===== config.mk =====
export PLATFORM = sky130hd
export DESIGN_NAME = risc_seq_ctrl_flat
export DESIGN_NICKNAME = d
export VERILOG_FILES = /design/src/rtl/risc_seq_ctrl_if.sv /design/src/rtl/risc_seq_ctrl.sv /design/src/flat_wrapper.sv
export SDC_FILE = /design/constraint.sdc
export NUM_CORES = 1
export LEC_CHECK = 0
export ABC_AREA = 1
export CAP_MARGIN = 20
export CORE_AREA = 2 2 45 47
export CTS_CLUSTER_DIAMETER = 40
export DETAILED_ROUTE_END_ITERATION = 16
export DIE_AREA = 0 0 47 49
export PLACE_DENSITY = 0.75
export SYNTH_ARGS = -nofsm -noshare
export SYNTH_HDL_FRONTEND = slang
export SYNTH_SLANG_ARGS = --single-unit

===== constraint.sdc =====
create_clock -name clk -period 1.55 [get_ports clk]
set_input_delay 0.155 -clock clk [delete_from_list [all_inputs] [get_ports clk]]
set_output_delay 0.155 -clock clk [all_outputs]
set_load 0.05 [all_outputs]

===== src/rtl/risc_seq_ctrl_if.sv =====
// ---------------------------------------------------------------------------
// risc_seq_ctrl_if
// Bundle between the sequencer and the accumulator-core datapath.
//   opcode      : instruction-register opcode (OPCODE_W bits)
//   zero        : accumulator == 0 flag
//   mem_ready   : memory handshake, high when the access completes
//   resume      : single-cycle pulse that leaves the halted state
//   mem_rd, load_ir, inc_pc, load_ac, load_pc, mem_wr : datapath strobes
//   halt        : halt indication
//   phase       : encoded sequencer state for debug
//   timeout_err : sticky memory-timeout flag
// Modports: master = sequencer side, slave = datapath/memory side.
// ---------------------------------------------------------------------------
interface risc_seq_ctrl_if #(
    parameter int OPCODE_W = 3
);
    logic [OPCODE_W-1:0] opcode;
    logic                zero;
    logic                mem_ready;
    logic                resume;
    logic                mem_rd;
    logic                load_ir;
    logic                inc_pc;
    logic                load_ac;
    logic                load_pc;
    logic                mem_wr;
    logic                halt;
    logic [3:0]          phase;
    logic                timeout_err;

    modport master (
        input  opcode, zero, mem_ready, resume,
        output mem_rd, load_ir, inc_pc, load_ac, load_pc, mem_wr,
        output halt, phase, timeout_err
    );

    modport slave (
        output opcode, zero, mem_ready, resume,
        input  mem_rd, load_ir, inc_pc, load_ac, load_pc, mem_wr,
        input  halt, phase, timeout_err
    );
endinterface


===== src/rtl/risc_seq_ctrl.sv =====
// ---------------------------------------------------------------------------
// risc_seq_ctrl
// Eight-phase fetch/execute sequencer for the accumulator RISC core, with a
// memory-ready wait handshake, wait-state timeout, a halted state with
// resume, and a debug phase output.
// Ports:
//   clk     : rising-edge clock
//   rst_    : asynchronous active-low reset
//   step_en : (CTRL_SINGLE_STEP_EN only) park in HALTED after each STORE
//   bus     : risc_seq_ctrl_if.master (opcode/zero/mem_ready/resume in,
//             strobes/halt/phase/timeout_err out)
// Parameters:
//   OPCODE_W : opcode width (>=3); any nonzero bit above bit 2 means HLT
//   WAIT_MAX : consecutive mem_ready-low cycles tolerated, 1..255
// Optional feature macro: CTRL_SINGLE_STEP_EN
// ---------------------------------------------------------------------------
module risc_seq_ctrl #(
    parameter int OPCODE_W = 3,
    parameter int WAIT_MAX = 15
) (
    input  logic            clk,
    input  logic            rst_,
`ifdef CTRL_SINGLE_STEP_EN
    input  logic            step_en,
`endif
    risc_seq_ctrl_if.master bus
);
    typedef enum logic [3:0] {
        S_INST_ADDR  = 4'd0,
        S_INST_FETCH = 4'd1,
        S_INST_LOAD  = 4'd2,
        S_IDLE       = 4'd3,
        S_OP_ADDR    = 4'd4,
        S_OP_FETCH   = 4'd5,
        S_ALU_OP     = 4'd6,
        S_STORE      = 4'd7,
        S_HALTED     = 4'd8
    } state_e;

    typedef enum logic [2:0] {
        OP_HLT = 3'd0, OP_SKZ = 3'd1, OP_ADD = 3'd2, OP_AND = 3'd3,
        OP_XOR = 3'd4, OP_LDA = 3'd5, OP_STO = 3'd6, OP_JMP = 3'd7
    } op_e;

    localparam logic [7:0] WAIT_LIMIT = 8'(WAIT_MAX);

    // Wider opcodes: anything outside the 3-bit space is treated as HLT.
    function automatic op_e decode_op(input logic [OPCODE_W-1:0] raw);
        logic [OPCODE_W-1:0] upper;
        upper = raw >> 3;
        if (upper != '0) return OP_HLT;
        return op_e'(raw[2:0]);
    endfunction

    state_e     state_q, state_d;
    logic [7:0] wait_cnt_q, wait_cnt_d;
    logic       timeout_err_q, timeout_err_d;

    op_e  op;
    logic is_aluop;
    logic wait_phase;

    assign op         = decode_op(bus.opcode);
    assign is_aluop   = (op == OP_ADD) || (op == OP_AND) ||
                        (op == OP_XOR) || (op == OP_LDA);
    // Only memory-reading phases stall on mem_ready.
    assign wait_phase = (state_q == S_INST_FETCH) ||
                        ((state_q == S_OP_FETCH) && is_aluop);

    always_ff @(posedge clk or negedge rst_) begin
        if (!rst_) begin
            state_q       <= S_INST_ADDR;
            wait_cnt_q    <= '0;
            timeout_err_q <= 1'b0;
        end else begin
            state_q       <= state_d;
            wait_cnt_q    <= wait_cnt_d;
            timeout_err_q <= timeout_err_d;
        end
    end

    // Next state. The counter defaults to 0 so it clears on every state
    // change; it only counts while a wait phase is being held.
    always_comb begin
        state_d       = state_q;
        wait_cnt_d    = '0;
        timeout_err_d = timeout_err_q;
        if (wait_phase && !bus.mem_ready) begin
            if (wait_cnt_q == WAIT_LIMIT) begin
                state_d       = S_HALTED;
                timeout_err_d = 1'b1;
            end else begin
                wait_cnt_d = wait_cnt_q + 8'd1;
            end
        end else begin
            case (state_q)
                S_INST_ADDR:  state_d = S_INST_FETCH;
                S_INST_FETCH: state_d = S_INST_LOAD;
                S_INST_LOAD:  state_d = S_IDLE;
                S_IDLE:       state_d = S_OP_ADDR;
                S_OP_ADDR:    state_d = (op == OP_HLT) ? S_HALTED : S_OP_FETCH;
                S_OP_FETCH:   state_d = S_ALU_OP;
                S_ALU_OP:     state_d = S_STORE;
`ifdef CTRL_SINGLE_STEP_EN
                S_STORE:      state_d = step_en ? S_HALTED : S_INST_ADDR;
`else
                S_STORE:      state_d = S_INST_ADDR;
`endif
                S_HALTED: begin
                    // A timeout is fatal until reset: resume cannot clear it.
                    if (bus.resume && !timeout_err_q) state_d = S_INST_ADDR;
                end
                default:      state_d = S_INST_ADDR;
            endcase
        end
    end

    // Moore strobes: depend on state and opcode/zero only, never mem_ready.
    always_comb begin
        bus.mem_rd  = 1'b0;
        bus.load_ir = 1'b0;
        bus.inc_pc  = 1'b0;
        bus.load_ac = 1'b0;
        bus.load_pc = 1'b0;
        bus.mem_wr  = 1'b0;
        bus.halt    = 1'b0;
        case (state_q)
            S_INST_FETCH: bus.mem_rd = 1'b1;
            S_INST_LOAD, S_IDLE: begin
                bus.mem_rd  = 1'b1;
                bus.load_ir = 1'b1;
            end
            S_OP_ADDR: begin
                bus.inc_pc = 1'b1;
                bus.halt   = (op == OP_HLT);
            end
            S_OP_FETCH: bus.mem_rd = is_aluop;
            S_ALU_OP: begin
                bus.mem_rd  = is_aluop;
                bus.load_ac = is_aluop;
                bus.inc_pc  = (op == OP_SKZ) && bus.zero;
                bus.load_pc = (op == OP_JMP);
            end
            S_STORE: begin
                bus.mem_rd  = is_aluop;
                bus.load_ac = is_aluop;
                bus.load_pc = (op == OP_JMP);
                bus.inc_pc  = (op == OP_JMP);
                bus.mem_wr  = (op == OP_STO);
            end
            S_HALTED: bus.halt = 1'b1;
            default: ;
        endcase
    end

    assign bus.phase       = state_q;
    assign bus.timeout_err = timeout_err_q;

endmodule


===== src/flat_wrapper.sv =====
// flat-port wrapper written by rule: the top's interface ports become plain ports
module risc_seq_ctrl_flat 
#(
    parameter int OPCODE_W = 3,
    parameter int WAIT_MAX = 15
)
  (clk, rst_, bus_opcode, bus_zero, bus_mem_ready, bus_resume, bus_mem_rd, bus_load_ir, bus_inc_pc, bus_load_ac, bus_load_pc, bus_mem_wr, bus_halt, bus_phase, bus_timeout_err);
  risc_seq_ctrl_if #(.OPCODE_W(OPCODE_W)) bus_i ();
  input  logic clk;
  input  logic rst_;
  input wire logic [$bits(bus_i.opcode)-1:0] bus_opcode;
  input wire logic [$bits(bus_i.zero)-1:0] bus_zero;
  input wire logic [$bits(bus_i.mem_ready)-1:0] bus_mem_ready;
  input wire logic [$bits(bus_i.resume)-1:0] bus_resume;
  output wire logic [$bits(bus_i.mem_rd)-1:0] bus_mem_rd;
  output wire logic [$bits(bus_i.load_ir)-1:0] bus_load_ir;
  output wire logic [$bits(bus_i.inc_pc)-1:0] bus_inc_pc;
  output wire logic [$bits(bus_i.load_ac)-1:0] bus_load_ac;
  output wire logic [$bits(bus_i.load_pc)-1:0] bus_load_pc;
  output wire logic [$bits(bus_i.mem_wr)-1:0] bus_mem_wr;
  output wire logic [$bits(bus_i.halt)-1:0] bus_halt;
  output wire logic [$bits(bus_i.phase)-1:0] bus_phase;
  output wire logic [$bits(bus_i.timeout_err)-1:0] bus_timeout_err;
  assign bus_i.opcode = bus_opcode;
  assign bus_i.zero = bus_zero;
  assign bus_i.mem_ready = bus_mem_ready;
  assign bus_i.resume = bus_resume;
  assign bus_mem_rd = bus_i.mem_rd;
  assign bus_load_ir = bus_i.load_ir;
  assign bus_inc_pc = bus_i.inc_pc;
  assign bus_load_ac = bus_i.load_ac;
  assign bus_load_pc = bus_i.load_pc;
  assign bus_mem_wr = bus_i.mem_wr;
  assign bus_halt = bus_i.halt;
  assign bus_phase = bus_i.phase;
  assign bus_timeout_err = bus_i.timeout_err;
  risc_seq_ctrl #(.OPCODE_W(OPCODE_W), .WAIT_MAX(WAIT_MAX)) u_core (.clk(clk), .rst_(rst_), .bus(bus_i));
endmodule

* After elaboration in Yosys (flattened, before gate mapping)
Index checks and enable logic that the tools add are counted.
** Storage, ports and cells
- Logic and storage cells :: 54
- Input port bits :: 8
- Output and inout port bits :: 12
- Register bits after elaboration :: 13
** Operators by class
- Reductions and logical operators :: 18
- Equality and inequality tests :: 18
- Multiplexer cells :: 14
- $add $sub $neg :: 1
** Operators with widths (number)
- 4-bit case mux with 8 select lines :: 1
- 4-bit by 3-bit == test with 1-bit output (second input constant) :: 4
- 4-bit two-way mux :: 4
- 8-bit two-way mux :: 2
- 3-bit == test (second input constant) :: 4
- 8-bit by 1-bit adder with 8-bit output (second input constant) :: 1
- 4-bit by 2-bit == test with 1-bit output (second input constant) :: 2
- 8-bit by 4-bit == test with 1-bit output (second input constant) :: 1
- 3-bit by 2-bit == test with 1-bit output (second input constant) :: 2
- 3-bit OR reduction :: 2
- 4-bit by 1-bit == test with 1-bit output (second input constant) :: 1
- 4-bit == test (second input constant) :: 1
- 1-bit logical AND :: 4
- 4-bit logical NOT :: 1
- 1-bit logical OR :: 4
- 1-bit two-way mux :: 4
- 1-bit case mux with 2 select lines :: 2
- 2-bit AND reduction :: 2
- 2-bit OR reduction :: 2
- 3-bit by 1-bit == test with 1-bit output (second input constant) :: 1
- 3-bit logical NOT :: 1
- 3-bit by 1-bit != test with 1-bit output (second input constant) :: 1
- 1-bit case mux with 3 select lines :: 1
- 1-bit logical NOT :: 2
- 2-bit != test (second input constant) :: 1

* Depth between registers and ports, before layout
Gate-level depths: netlist of the first run.
- Depth in word-level cells :: 9
- Gate-level depth with buffers :: 9

* Worst setup path before layout of the first run
OpenSTA, ideal clock, no wires.
- Kind :: register -> output
- Start :: register u_core.state_q[2], in the netlist u_core.bus.phase[2]
- End :: output bus_mem_wr
- Data arrival time :: 2.511 ns
- Slack :: -1.116 ns
- Stages on the path, launching flop included :: 5
- Buffers on the path :: 0
- Path through :: dfrtp_1 > inv_1 > nor2_1 > nand2_1 > nor4_1
** On the way
- Cells in the longest elaborated chain, start to end :: 2
** Ends and longest elaborated chain
- start, declared :: line risc_seq_ctrl.sv:55 : state_e state_q, state_d;
- start signal, assigned :: line risc_seq_ctrl.sv:76 : state_q <= state_d;
- 4-bit by 3-bit == test with 1-bit output :: line risc_seq_ctrl.sv:127 : case (state_q)
- 1-bit two-way mux :: line risc_seq_ctrl.sv:127
- end, declared :: line flat_wrapper.sv:20 : output wire logic [$bits(bus_i.mem_wr)-1:0] bus_mem_wr;
Every way passes these cells.

* Final worst setup path of the first run
- Start :: register u_core.state_q[3], in the netlist u_core.bus.phase[3]
- End :: output bus_inc_pc
** On the way
- Cells in the longest elaborated chain, start to end :: 2
- Elaborated cells on any way between the ends :: 4
- Those cells by class :: eq/ne (3); mux (1)
** Ends and longest elaborated chain
- 4-bit by 3-bit == test with 1-bit output :: line risc_seq_ctrl.sv:127
- 1-bit case mux with 3 select lines * :: line risc_seq_ctrl.sv:127
- end, declared :: line flat_wrapper.sv:17 : output wire logic [$bits(bus_i.inc_pc)-1:0] bus_inc_pc;
Mark *: on every way between the ends. The rest lies on a longest branch, timed or not.

==> results_dict.tcl, run 1 <==
set metrics [dict create \
    outcome "finished, final reports clean" \
    comb_power_share_pct 67.1 \
    p_switching_mw 1.08 \
    gp_congestion 0.823 \
    routed-via-count 833 \
    power.density_nw_per_um2 1680 \
    worst_pin_slew_ps 564 \
    fin_cells 174 \
    slew_viol_final 0 \
    cp-end-kind "output pin" \
    io-pin-count 20 \
    finalNetCount 157 \
    synth_common_cells "34 x nand2_1, 18 x inv_1, 17 x nor2_1" \
    postLayoutCellArea_um2 1270 \
    yosysMostFrequentCell "nand2_1" \
    htree_levels 1 \
    postSynthNetCount 127 \
    period_needed_ps 1520 \
    synthCells 118 \
    ir_drop_uv 1310 \
    yosys-top-cells-area "dfrtp_1 39%, nand2_1 15%, inv_1 8.2%, nor2_1 7.7%, nand3_1 5.4%" \
    clockBufferDepth 2 \
    fin_crit_sh_pct 97.9 \
    wl_met2_um 1010 \
    grt_overflow 0 \
    skew_ps 5.48 \
    p_int_mw 1.05 \
    hp-class "input port to asynchronous set/reset pin" \
    wl_met1_um 706 \
    dp_slack_ps 44.1 \
    yosysSeqAreaShare_pct 39.3 \
    n_antenna_cell 0 \
    synth.avg_cell_area_um2 7.02 \
    holdWs_ps 236 \
    worstPathArrival_ps 1360 \
    post_dp_cell_area_um2 1160 \
    routed.top_layer "met4" \
    coreArea_um2 1840 \
    ys_warn_count 0 \
    grt_pass1_wl_um 3130 \
    synth_edf_count 0 \
    via_per_inst 4.79 \
    rsz0062_at_grt "yes" \
    fin_util_pct 69.0 \
    ys_ff_latch 13 \
    place_hpwl_um 1480 \
    fp.dieW_um 47 \
    met3_length_um 93 \
    drt_pass1_iterations 4 \
    tns_ps 0 \
    antenna_found_initial 0 \
    synthArstFlopShare_pct 100 \
    cp-start-kind "flip-flop" \
    die_height_um 49 \
    cp_max_fo 4 \
    synth_top_area_share_pct 39.3 \
    drcViolationCount 0 \
    numCtsBuffers 3 \
    drt_iter0_markers 10 \
    synth_flop_cell "dfrtp_1" \
    p_leak_nw 0.592 \
    antenna_left 0 \
    finalSetupViolations 0 \
    pwr-share-clk_pct 9.6 \
    dpl.cell_count 166 \
    relSlewSlack_pct 62.3 \
    ys_types 20 \
    grt_pass1_vias 796 \
    start_util_pct 45.0 \
    clock_latency_ps 280 \
    setup_ws_ps 32.1 \
    cap_violations 0 \
    dieArea_um2 2300 \
    path_clk_slew_ps 80 \
    power_mw 2.13 \
    hold_viol 0 \
    drive_above_1_share_pct 38.8 \
    syn2layout_area_growth_pct 53.5 \
    grt_max_degree 14 \
    clock-sinks 13 \
    rows 16 \
    crit_required_ps 1390 \
    synth_area_um2 828 \
    path_class "flip-flop to output pin" \
    wl_per_cell_um 10.7 \
    synth_top_cell_by_area "dfrtp_1" \
    io_buffers 19 \
    p_sw_share_pct 50.7 \
    seqPwrFrac_pct 23.3 \
    totalWireLength_um 1860 \
    fmax_ghz 0.659 \
    cts_tree "done" \
    grt_use_total_pct 18.8 \
    root_buffer "clkbuf_4" \
]
## cells by family (layout without fill, tap and decap cells)
family / Yosys count / after routing / synth area share [%]
and+or+nand+nor: 78 / 78 / 45.5
buffers and inverters: 20 / 49 / 9.67
DFF: 13 / 13 / 39.3
AOI/OAI and AO/OA: 5 / 5 / 3.02
adders and majority gates: 1 / 1 / 1.51
xor gates and xnor gates: 1 / 1 / 1.06
## repair_timing
| action | 4_1_cts | 5_1_grt |
|---|---|---|
| setup endpoints to repair | 3 | 5 |
| pin swaps | 2 | 5 |
| hold buffers | 0 | 0 |
| endpoints found under the hold margin | 0 | 0 |
| resized for setup | 6 | 13 |
| setup buffers | 2 | 2 |
## layer usage
layer	vias up	GRT usage, %
li1	426	-
met3	7	3.33
met5	-	0
met2	24	34.2
met1	376	20.4
met4	0	6.94
## placed cells by master, fill, tap and decap left out, types with 2 or more instances in the layout
cell type / synthesis / layout
dfrtp_1: 13 / 9
nand2_4: 2 / 3
nand4_1: 2 / 2
buf_12: 0 / 7
nor2_1: 17 / 13
nand3_1: 9 / 9
o21ai_0: 3 / 3
nor2_4: 0 / 3
nor2_2: 5 / 6
nand2_1: 34 / 28
clkbuf_4: 0 / 3
inv_1: 18 / 13
clkdlybuf4s50_1: 0 / 7
inv_4: 0 / 2
dfrtp_2: 0 / 4
buf_4: 0 / 11
nand2_2: 2 / 7
inv_2: 1 / 4
## critical path, stage by stage, from the launching register on
cell and delay, ps:
dfrtp_2 450, inv_4 80, nand2_2 90, nor2_4 130
nand4_1 100, nand2_2 100, buf_12 140
## flip-flops by register name (all words and copies together), names as in the netlist
signal                  count
u_core.bus.timeout_err      1
u_core.wait_cnt_q           8
u_core.bus.phase            4
## power by group through the flow
| stage | combinational [mW] | clock (mW) | sequential, mW |
|---|---|---|---|
| 6_report | 1.43 | 0.205 | 0.497 |
| 5_1_grt | 1.53 | 0.227 | 0.508 |
| 4_1_cts | 1.32 | 0.208 | 0.478 |
| 3_5_place_dp | 1.26 | 0 | 0.493 |
| 3_3_place_gp | 1.24 | 0 | 0.492 |
| 2_1_floorplan | 0.621 | 0 | 0.651 |
## path summary, 6_finish.rpt
kind,from,to,slack (ps),cells after the start
max reg2reg,u_core.bus.phase[3]$_DFFE_PN0P_,u_core.bus.phase[3]$_DFFE_PN0P_,120,8
max,u_core.bus.phase[3]$_DFFE_PN0P_,bus_inc_pc,30,6
min in group clk,u_core.bus.timeout_err$_DFFE_PN0P_,u_core.bus.timeout_err$_DFFE_PN0P_,490,2
min,rst_,u_core.wait_cnt_q[7]$_DFF_PN0_,240,1
max in group asynchronous,rst_,u_core.bus.phase[0]$_DFFE_PN0P_,900,1
min reg2reg,u_core.bus.timeout_err$_DFFE_PN0P_,u_core.bus.timeout_err$_DFFE_PN0P_,490,2
## layout make-up
| type | count | area, µm² |
|---|---|---|
| clock buffers | 4 | 26.3 |
| multi-input cells | 85 | 503 |
| repair buffers | 25 | 293 |
| fillers | 151 | 571 |
| well taps | 27 | 33.8 |
| inverters | 20 | 85.1 |
| flip-flops and latches | 13 | 330 |
Power figures use the tool's default switching activity.
==> run 2, diff against run 1 <==
--- a/config.mk
+++ b/config.mk
@@ -6,12 +6,12 @@
 export NUM_CORES = 1
 export LEC_CHECK = 0
 export ABC_AREA = 1
-export CAP_MARGIN = 20
-export CORE_AREA = 2 2 45 47
+export CORE_AREA = 2 2 44 46
 export CTS_CLUSTER_DIAMETER = 40
 export DETAILED_ROUTE_END_ITERATION = 16
-export DIE_AREA = 0 0 47 49
-export PLACE_DENSITY = 0.75
+export DIE_AREA = 0 0 46 48
+export PLACE_DENSITY = 0.78
+export SKIP_LAST_GASP = 1
 export SYNTH_ARGS = -nofsm -noshare
 export SYNTH_HDL_FRONTEND = slang
 export SYNTH_SLANG_ARGS = --single-unit
==> constraint.sdc (replaced) <==
create_clock -name clk -period 1.78 [get_ports clk]
set_input_delay 0.178 -clock clk [delete_from_list [all_inputs] [get_ports clk]]
set_output_delay 0.178 -clock clk [all_outputs]
set_load 0.05 [all_outputs]
==> run 2 against run 1 <==
Effect of this change:
- clock skew decreased by 1.2 ps
- register-to-register slack improved by 330 ps
- worst setup slack better by 56 ps
- count of clock-buffer cells in the layout did not move
- first-iteration DRC count grew to 2.9 times the previous value
- non-clock buffer count shrank 6
- core utilization increased by 0.16 points
- largest cell class unchanged
==> results_dict.tcl, run 2 (synthesized netlist as in run 1, its figures left out) <==
set metrics [dict create \
    outcome "finished, final reports clean" \
    layout_common_cells "34 x nand2_1, 18 x inv_1, 15 x nor2_1, 12 x clkdlybuf4s50_1, 12 x dfrtp_1" \
    io_buffers 19 \
    crit_required_ps 1600 \
    via_per_inst 5.21 \
    antenna_left 0 \
    grt_pass1_vias 830 \
    power_mw 1.70 \
    dp_slack_ps 226 \
    fin_cells 158 \
    totalWireLength_um 1860 \
    fin_crit_sh_pct 95.0 \
    worst_pin_slew_ps 566 \
    relSlewSlack_pct 62.2 \
    wl_per_cell_um 11.7 \
    p_sw_share_pct 50.4 \
    drt_pass1_iterations 4 \
    power.density_nw_per_um2 1450 \
    p_switching_uw 855 \
    slew_viol_final 0 \
    top_register "u_core.wait_cnt_q" \
    tns_ps 0 \
    path_clk_slew_ps 80 \
    n_antenna_cell 0 \
    period_needed_ps 1690 \
    clock_latency_ps 280 \
    finalSetupViolations 0 \
    grt_use_total_pct 20.7 \
    routed-via-count 823 \
    largest_register_ffs 8 \
    ir_drop_uv 1010 \
    dpl.cell_count 154 \
    grt_pass1_wl_um 3170 \
    cap_violations 0 \
    skew_ps 4.31 \
    drcViolationCount 0 \
    postCtsHoldBufs 0 \
    root_buffer "clkbuf_4" \
    postLayoutCellArea_um2 1170 \
    rows 15 \
    antenna_found_initial 0 \
    place_hpwl_um 1540 \
    coreArea_um2 1690 \
    htree_levels 1 \
    hold_viol 0 \
    holdWs_ps 258 \
    drive_above_1_share_pct 19.9 \
    clockBufferDepth 2 \
    cts_tree "done" \
    worstPathArrival_ps 1510 \
    fmax_ghz 0.591 \
    final_common_cell "nand2_1" \
    seqPwrFrac_pct 24.3 \
    pwr-share-clk_pct 10.6 \
    fin_util_pct 69.2 \
    io-pin-count 20 \
    grt_overflow 0 \
    cp_max_fo 5 \
    rsz0062_at_grt "yes" \
    fp.dieW_um 46 \
    finalNetCount 151 \
    start_util_pct 49.0 \
    gp_congestion 0.955 \
    cp-start-kind "flip-flop" \
    numCtsBuffers 3 \
    grt_max_degree 14 \
    die_height_um 48 \
    post_dp_cell_area_um2 1140 \
    p_int_uw 841 \
    comb_power_share_pct 65.1 \
    drt_iter0_markers 29 \
    hp-class "input port to asynchronous set/reset pin" \
    setup_ws_ps 88.4 \
    path_class "flip-flop to output pin" \
    dieArea_um2 2210 \
    syn2layout_area_growth_pct 41.1 \
    clock-sinks 13 \
    p_leak_nw 0.551 \
    cp-end-kind "output pin" \
]
run 2: power by group through the flow:
| stage | clock network (mW) | logic (mW) | registers [mW] |
|---|---|---|---|
| after floorplan | 0 | 0.532 | 0.554 |
| after global placement | 0 | 1.09 | 0.413 |
| after detailed placement | 0 | 1.10 | 0.415 |
| after CTS | 0.189 | 1.10 | 0.409 |
| after global routing | 0.195 | 1.20 | 0.422 |
| final | 0.180 | 1.10 | 0.412 |
run 2: final timing paths:
check,from,end,slack [ps],depth (start not counted)
min in group clk,u_core.wait_cnt_q[0]$_DFF_PN0_,u_core.wait_cnt_q[0]$_DFF_PN0_,470,1
hold reg to reg,u_core.wait_cnt_q[0]$_DFF_PN0_,u_core.wait_cnt_q[0]$_DFF_PN0_,470,1
setup / recovery,u_core.bus.phase[2]$_DFFE_PN0P_,bus_inc_pc,90,7
max in group asynchronous,rst_,u_core.bus.phase[2]$_DFFE_PN0P_,1120,1
hold / removal,rst_,u_core.wait_cnt_q[5]$_DFF_PN0_,260,1
setup reg to reg,u_core.wait_cnt_q[0]$_DFF_PN0_,u_core.bus.phase[0]$_DFFE_PN0P_,450,6
run 2: layer usage:
metal,vias to the layer above,routed length [µm],global-route usage (%),share of wire (%)
met5,-,0,0,0
met1,369,700,21.0,38
li1,415,-,-,-
met4,0,53,17.7,2.9
met3,6,99,1.13,5.3
met2,33,1000,38.6,54
run 2: area by class of cell:
class	count	area [µm²]
timing repair buffer	19	260
inverter	20	80.1
fill	151	520
clock buffer	4	26.3
multi-input combinational	85	454
tap	17	21.3
sequential	13	327
run 2: what timing repair did:
item,CTS,global route
endpoints found under the setup margin,0,4
buffers inserted,0,0
gates resized for setup,0,2
run 2: worst max-delay path, cell delays in order, from the launching register on:
cell and delay, ps:
dfrtp_2 410, inv_1 110, nor2_1 140, nand2_1 120, nor3_1 150, nor2_1 60
nand2_1 100, buf_12 140
==> run 3, diff against run 2 <==
--- a/config.mk
+++ b/config.mk
@@ -5,13 +5,14 @@
 export SDC_FILE = /design/constraint.sdc
 export NUM_CORES = 1
 export LEC_CHECK = 0
-export ABC_AREA = 1
-export CORE_AREA = 2 2 44 46
+export CORE_AREA = 2 2 42 44
 export CTS_CLUSTER_DIAMETER = 40
 export DETAILED_ROUTE_END_ITERATION = 16
-export DIE_AREA = 0 0 46 48
-export PLACE_DENSITY = 0.78
+export DIE_AREA = 0 0 44 46
+export PLACE_DENSITY = 0.8
+export REMOVE_ABC_BUFFERS = 1
 export SKIP_LAST_GASP = 1
+export SLEW_MARGIN = 30
 export SYNTH_ARGS = -nofsm -noshare
 export SYNTH_HDL_FRONTEND = slang
 export SYNTH_SLANG_ARGS = --single-unit
==> run 3 against run 2 <==
Effect of this change:
- first-iteration DRC count shrank 34%
- via count shrank 16%
- non-clock buffer count grew 5
- critical path depth shrank 2
- hold slack lost 1.7 ps
- area after synthesis shrank 9.1%
- design area shrank 9.4%
- combinational power shrank 7%
- fmax shrank 2.7%
==> results_dict.tcl, run 3 <==
set metrics [dict create \
    gp_congestion 0.809 \
    power_mw 1.61 \
    io-pin-count 20 \
    comb_power_share_pct 63.6 \
    worst_pin_slew_ps 570 \
    dieArea_um2 2020 \
    routed-via-count 690 \
    pwr-share-clk_pct 11.5 \
    synth_top_area_share_pct 43.2 \
    drcViolationCount 0 \
    crit_required_ps 1600 \
    largest_register_ffs 8 \
    cap_violations 0 \
    post_dp_cell_area_um2 1030 \
    p_sw_share_pct 47.1 \
    cp-start-kind "input port" \
    die_height_um 46 \
    ir_drop_uv 844 \
    top_register "u_core.wait_cnt_q" \
    grt_pass1_wl_um 2840 \
    p_switching_uw 758 \
    grt_max_degree 14 \
    finalSetupViolations 0 \
    finalNetCount 115 \
    root_buffer "clkbuf_4" \
    slew_viol_final 0 \
    ys_ff_latch 13 \
    power.density_nw_per_um2 1520 \
    multi_input_area_um2 405 \
    synth_edf_count 0 \
    tns_ps 0 \
    fin_util_pct 65.6 \
    postLayoutCellArea_um2 1060 \
    hp-class "input port to asynchronous set/reset pin" \
    p_leak_nw 0.436 \
    fmax_ghz 0.575 \
    hold_viol 0 \
    io_buffers 19 \
    ys_warn_count 0 \
    reg2reg_depth 4 \
    n_antenna_cell 0 \
    synth_common_cells "13 x dfrtp_1, 12 x nor2_1, 5 x xnor2_1" \
    coreArea_um2 1610 \
    ys_types 31 \
    synth.avg_cell_area_um2 9.42 \
    rsz0062_at_grt "no" \
    place_hpwl_um 1270 \
    skew_ps 8.39 \
    antenna_left 0 \
    yosysMostFrequentCell "dfrtp_1" \
    synthArstFlopShare_pct 100 \
    cts_tree "done" \
    drt_pass1_iterations 4 \
    grt_overflow 0 \
    wl_per_cell_um 14.1 \
    synth_flop_cell "dfrtp_1" \
    worstPathArrival_ps 1560 \
    relSlewSlack_pct 61.9 \
    synth_top_cell_by_area "dfrtp_1" \
    start_util_pct 46.7 \
    grt_pass1_vias 682 \
    yosys-top-cells-area "dfrtp_1 43%, nor2_1 6.0%, xnor2_1 5.8%, nand2b_1 3.3%, a211oi_4 2.7%" \
    p_int_uw 852 \
    clock-sinks 13 \
    seqPwrFrac_pct 24.9 \
    rows 15 \
    via_per_inst 5.66 \
    htree_levels 1 \
    grt_use_total_pct 19.3 \
    fin_crit_sh_pct 97.7 \
    totalWireLength_um 1720 \
    synthCells 80 \
    antenna_found_initial 0 \
    outcome "finished, final reports clean" \
    synth_area_um2 753 \
    cp-end-kind "output pin" \
    numCtsBuffers 3 \
    fp.dieW_um 44 \
    yosysSeqAreaShare_pct 43.2 \
    clock_latency_ps 280 \
    cp_max_fo 4 \
    layout_common_cells "12 x nor2_1, 12 x dfrtp_1, 10 x buf_4, 8 x clkdlybuf4s50_1, 6 x buf_12" \
    period_needed_ps 1740 \
    area.sequential_um2 327 \
    fillers 125 \
    clockBufferDepth 2 \
    path_clk_slew_ps 80 \
    drt_iter0_markers 19 \
    syn2layout_area_growth_pct 40.5 \
    drive_above_1_share_pct 21.9 \
    path_class "input port to output pin" \
]
==> run 3: power groups by stage <==
stage / registers (mW) / logic, mW / clock network [mW]
after global placement: 0.402 / 1.01 / 0
final: 0.401 / 1.02 / 0.185
after floorplan: 0.587 / 0.421 / 0
after CTS: 0.401 / 1.02 / 0.187
after global routing: 0.410 / 1.09 / 0.198
after detailed placement: 0.405 / 1.02 / 0
==> run 3: cells by family after synthesis <==
group | count (synthesis) | share of synthesized area [%]
adder cells (fa/ha/maj) | 1 | 1.66
AND/OR/NAND/NOR | 38 | 28.4
XOR/XNOR | 7 | 8.14
flip-flops | 13 | 43.2
buffers and inverters | 4 | 2.99
AO/OA/AOI/OAI | 17 | 15.6
==> run 3: what timing repair did <==
action                                  CTS  global route
pin swaps                                 0             0
setup buffers                             0             0
resized for setup                         1             1
endpoints found under the setup margin    1             1
hold buffers                              0             0
==> run 3: worst max-delay path, stage by stage <==
cell and delay [ps]:
clkdlybuf4s50_1 460, or3_1 390, o21ai_1 160, and2_1 220, buf_12 160
==> run 3: cell type report <==
class	count	share of cell area (%)
Inverter	1	0.355
Tap cell	17	2.01
Clock buffer	4	2.48
Multi-Input combinational cell	63	38.3
Sequential cell	13	30.9
Timing Repair Buffer	24	26.0
==> run 3: final timing paths <==
path | to | from | slack, ps
max in group asynchronous | u_core.bus.phase[2]$_DFFE_PN0P_ | rst_ | 1120
setup / recovery | bus_halt | bus_opcode[1] | 40
min in group clk | u_core.wait_cnt_q[0]$_DFF_PN0_ | u_core.wait_cnt_q[0]$_DFF_PN0_ | 460
hold reg to reg | u_core.wait_cnt_q[0]$_DFF_PN0_ | u_core.wait_cnt_q[0]$_DFF_PN0_ | 460
setup reg to reg | u_core.wait_cnt_q[6]$_DFF_PN0_ | u_core.bus.phase[1]$_DFFE_PN0P_ | 250
hold / removal | u_core.bus.phase[1]$_DFFE_PN0P_ | rst_ | 260
==> run 3: per-layer routing <==
layer | track usage, % | part of all wire [%]
met2 | 29.7 | 47
met5 | 0 | 0
met3 | 2.38 | 3.0
met4 | 10.3 | 2.5
met1 | 26.4 | 47
==> run 3: stage by stage <==
step | setup slack [ps] | std cells | hold WS (ps)
after global placement | 118 | 118 | 446
after detailed placement | 26.8 | 118 | 453
after floorplan | -499 | 77 | -118
after global routing | 10.1 | 122 | 300
after CTS | 25.4 | 122 | 287
final | 41.2 | 122 | 257
==> RTL change: new RTL, flow settings as in run 2 <==
`OPCODE_W` is set to 3 in 3 places; all go to 6. Comments in the files are not updated.
--- a/src/rtl/risc_seq_ctrl_if.sv
+++ b/src/rtl/risc_seq_ctrl_if.sv
@@ -14,3 +14,3 @@
 interface risc_seq_ctrl_if #(
-    parameter int OPCODE_W = 3
+    parameter int OPCODE_W = 6
 );
--- a/src/rtl/risc_seq_ctrl.sv
+++ b/src/rtl/risc_seq_ctrl.sv
@@ -17,3 +17,3 @@
 module risc_seq_ctrl #(
-    parameter int OPCODE_W = 3,
+    parameter int OPCODE_W = 6,
     parameter int WAIT_MAX = 15
--- a/src/flat_wrapper.sv
+++ b/src/flat_wrapper.sv
@@ -3,3 +3,3 @@
 #(
-    parameter int OPCODE_W = 3,
+    parameter int OPCODE_W = 6,
     parameter int WAIT_MAX = 15
Ports: changed (resized bus_opcode); port bits go from 20 to 23. No check against the original RTL was run, so the function may have changed too.
==> RTL change against run 2 <==
  * Final area increased by 0.64%
  * Routed wire length decreased by 3.1%
  * Sequential power about the same
  * Sequential cell count unchanged
  * Combinational power decreased by 7%
  * Setup slack got worse by 0.036 ns
  * Total power decreased by 4.7%
  * Largest power group unchanged
  * Critical path type unchanged
  * Non-clock buffer count increased by 9
  * Synthesized area decreased by 5.4%
  * Die area unchanged
==> RTL change: results <==
[logic_synthesis]
synth_top_cells_by_area = dfrtp_1 (42%), nand2_1 (11%), inv_1 (9.1%), nor2_1 (7.7%), nand3_1 (5.8%)
syn_avg_cell_area_um2 = 7.25
synthTopCellsByCount = nand2_1 (23), inv_1 (19), nor2_1 (16), dfrtp_1 (13), nand3_1 (9)
yosysSeqAreaShare_pct = 41.5
syn-num-nets = 120

[critical_path]
critPathMaxStageDelay_ns = 0.79
timing.rr.end = u_core.wait_cnt_q[0]$_DFF_PN0_
cp.arrival_ns = 1.55
startpoint = u_core.bus.phase[3]$_DFFE_PN0P_
worstPathMaxFanout = 3
ff2ff_path_depth = 7
rrSetupSlack_ns = 0.36
crit_path_top_delay_cell = clkdlybuf4s50_1

[final_layout]
nNetsFinal = 153

[sta]
skew_ns = 0.00610
worst_slew_pin_slew_ns = 0.564
whs_ns = 0.256

[global_route]
grt_pass1_wl_um = 2800
grt.met1_usage_pct = 21.7
grt_use_total_pct = 18.4
grt_pass1_vias = 690
grt.met2_usage_pct = 31.1

[drt]
wl_um = 1800
drt_first_iter_violations = 13
viasPerCell = 5.19

[pwr]
leakage_nw = 0.566

[placed_design]
port_buffers = 22
post-place-ws_ns = 0.0617
dp_hpwl_um = 1370
place_congestion = 0.816

[cts]
cts_setup_buffers = 2

[run_status]
outcome = finished, final reports clean
## RTL change: cell count changes after synthesis, sizes merged, moves of 4 or more
cell / change
nand2: -13
nor2: -4
nor3: +4
xor2: +4
## RTL change: where the power goes
part	internal (W)	leakage, nW	switching, W
Sequential	0.000350	0.166	0.0000616
Combinational	0.000394	0.385	0.000630
Clock	0.0000869	0.0150	0.0000938
Total	0.000831	0.566	0.000785
## RTL change: kinds of logic after synthesis
group / after synthesis / share of synthesized area (%)
xor+xnor: 5 / 5.59
buf+inv: 19 / 9.11
flops: 13 / 41.5
compound gates: 4 / 3.03
simple gates: 66 / 39.1
fa+ha+maj: 1 / 1.60
## RTL change: final cells by class
cell class / instances / area (µm²) / share of cell area [%]
Multi-Input combinational cell: 76 / 410 / 34.9
Sequential cell: 13 / 329 / 28.0
Timing Repair Buffer: 28 / 318 / 27.0
Inverter: 19 / 71.3 / 6.06
Clock buffer: 4 / 26.3 / 2.23
Tap cell: 17 / 21.3 / 1.81
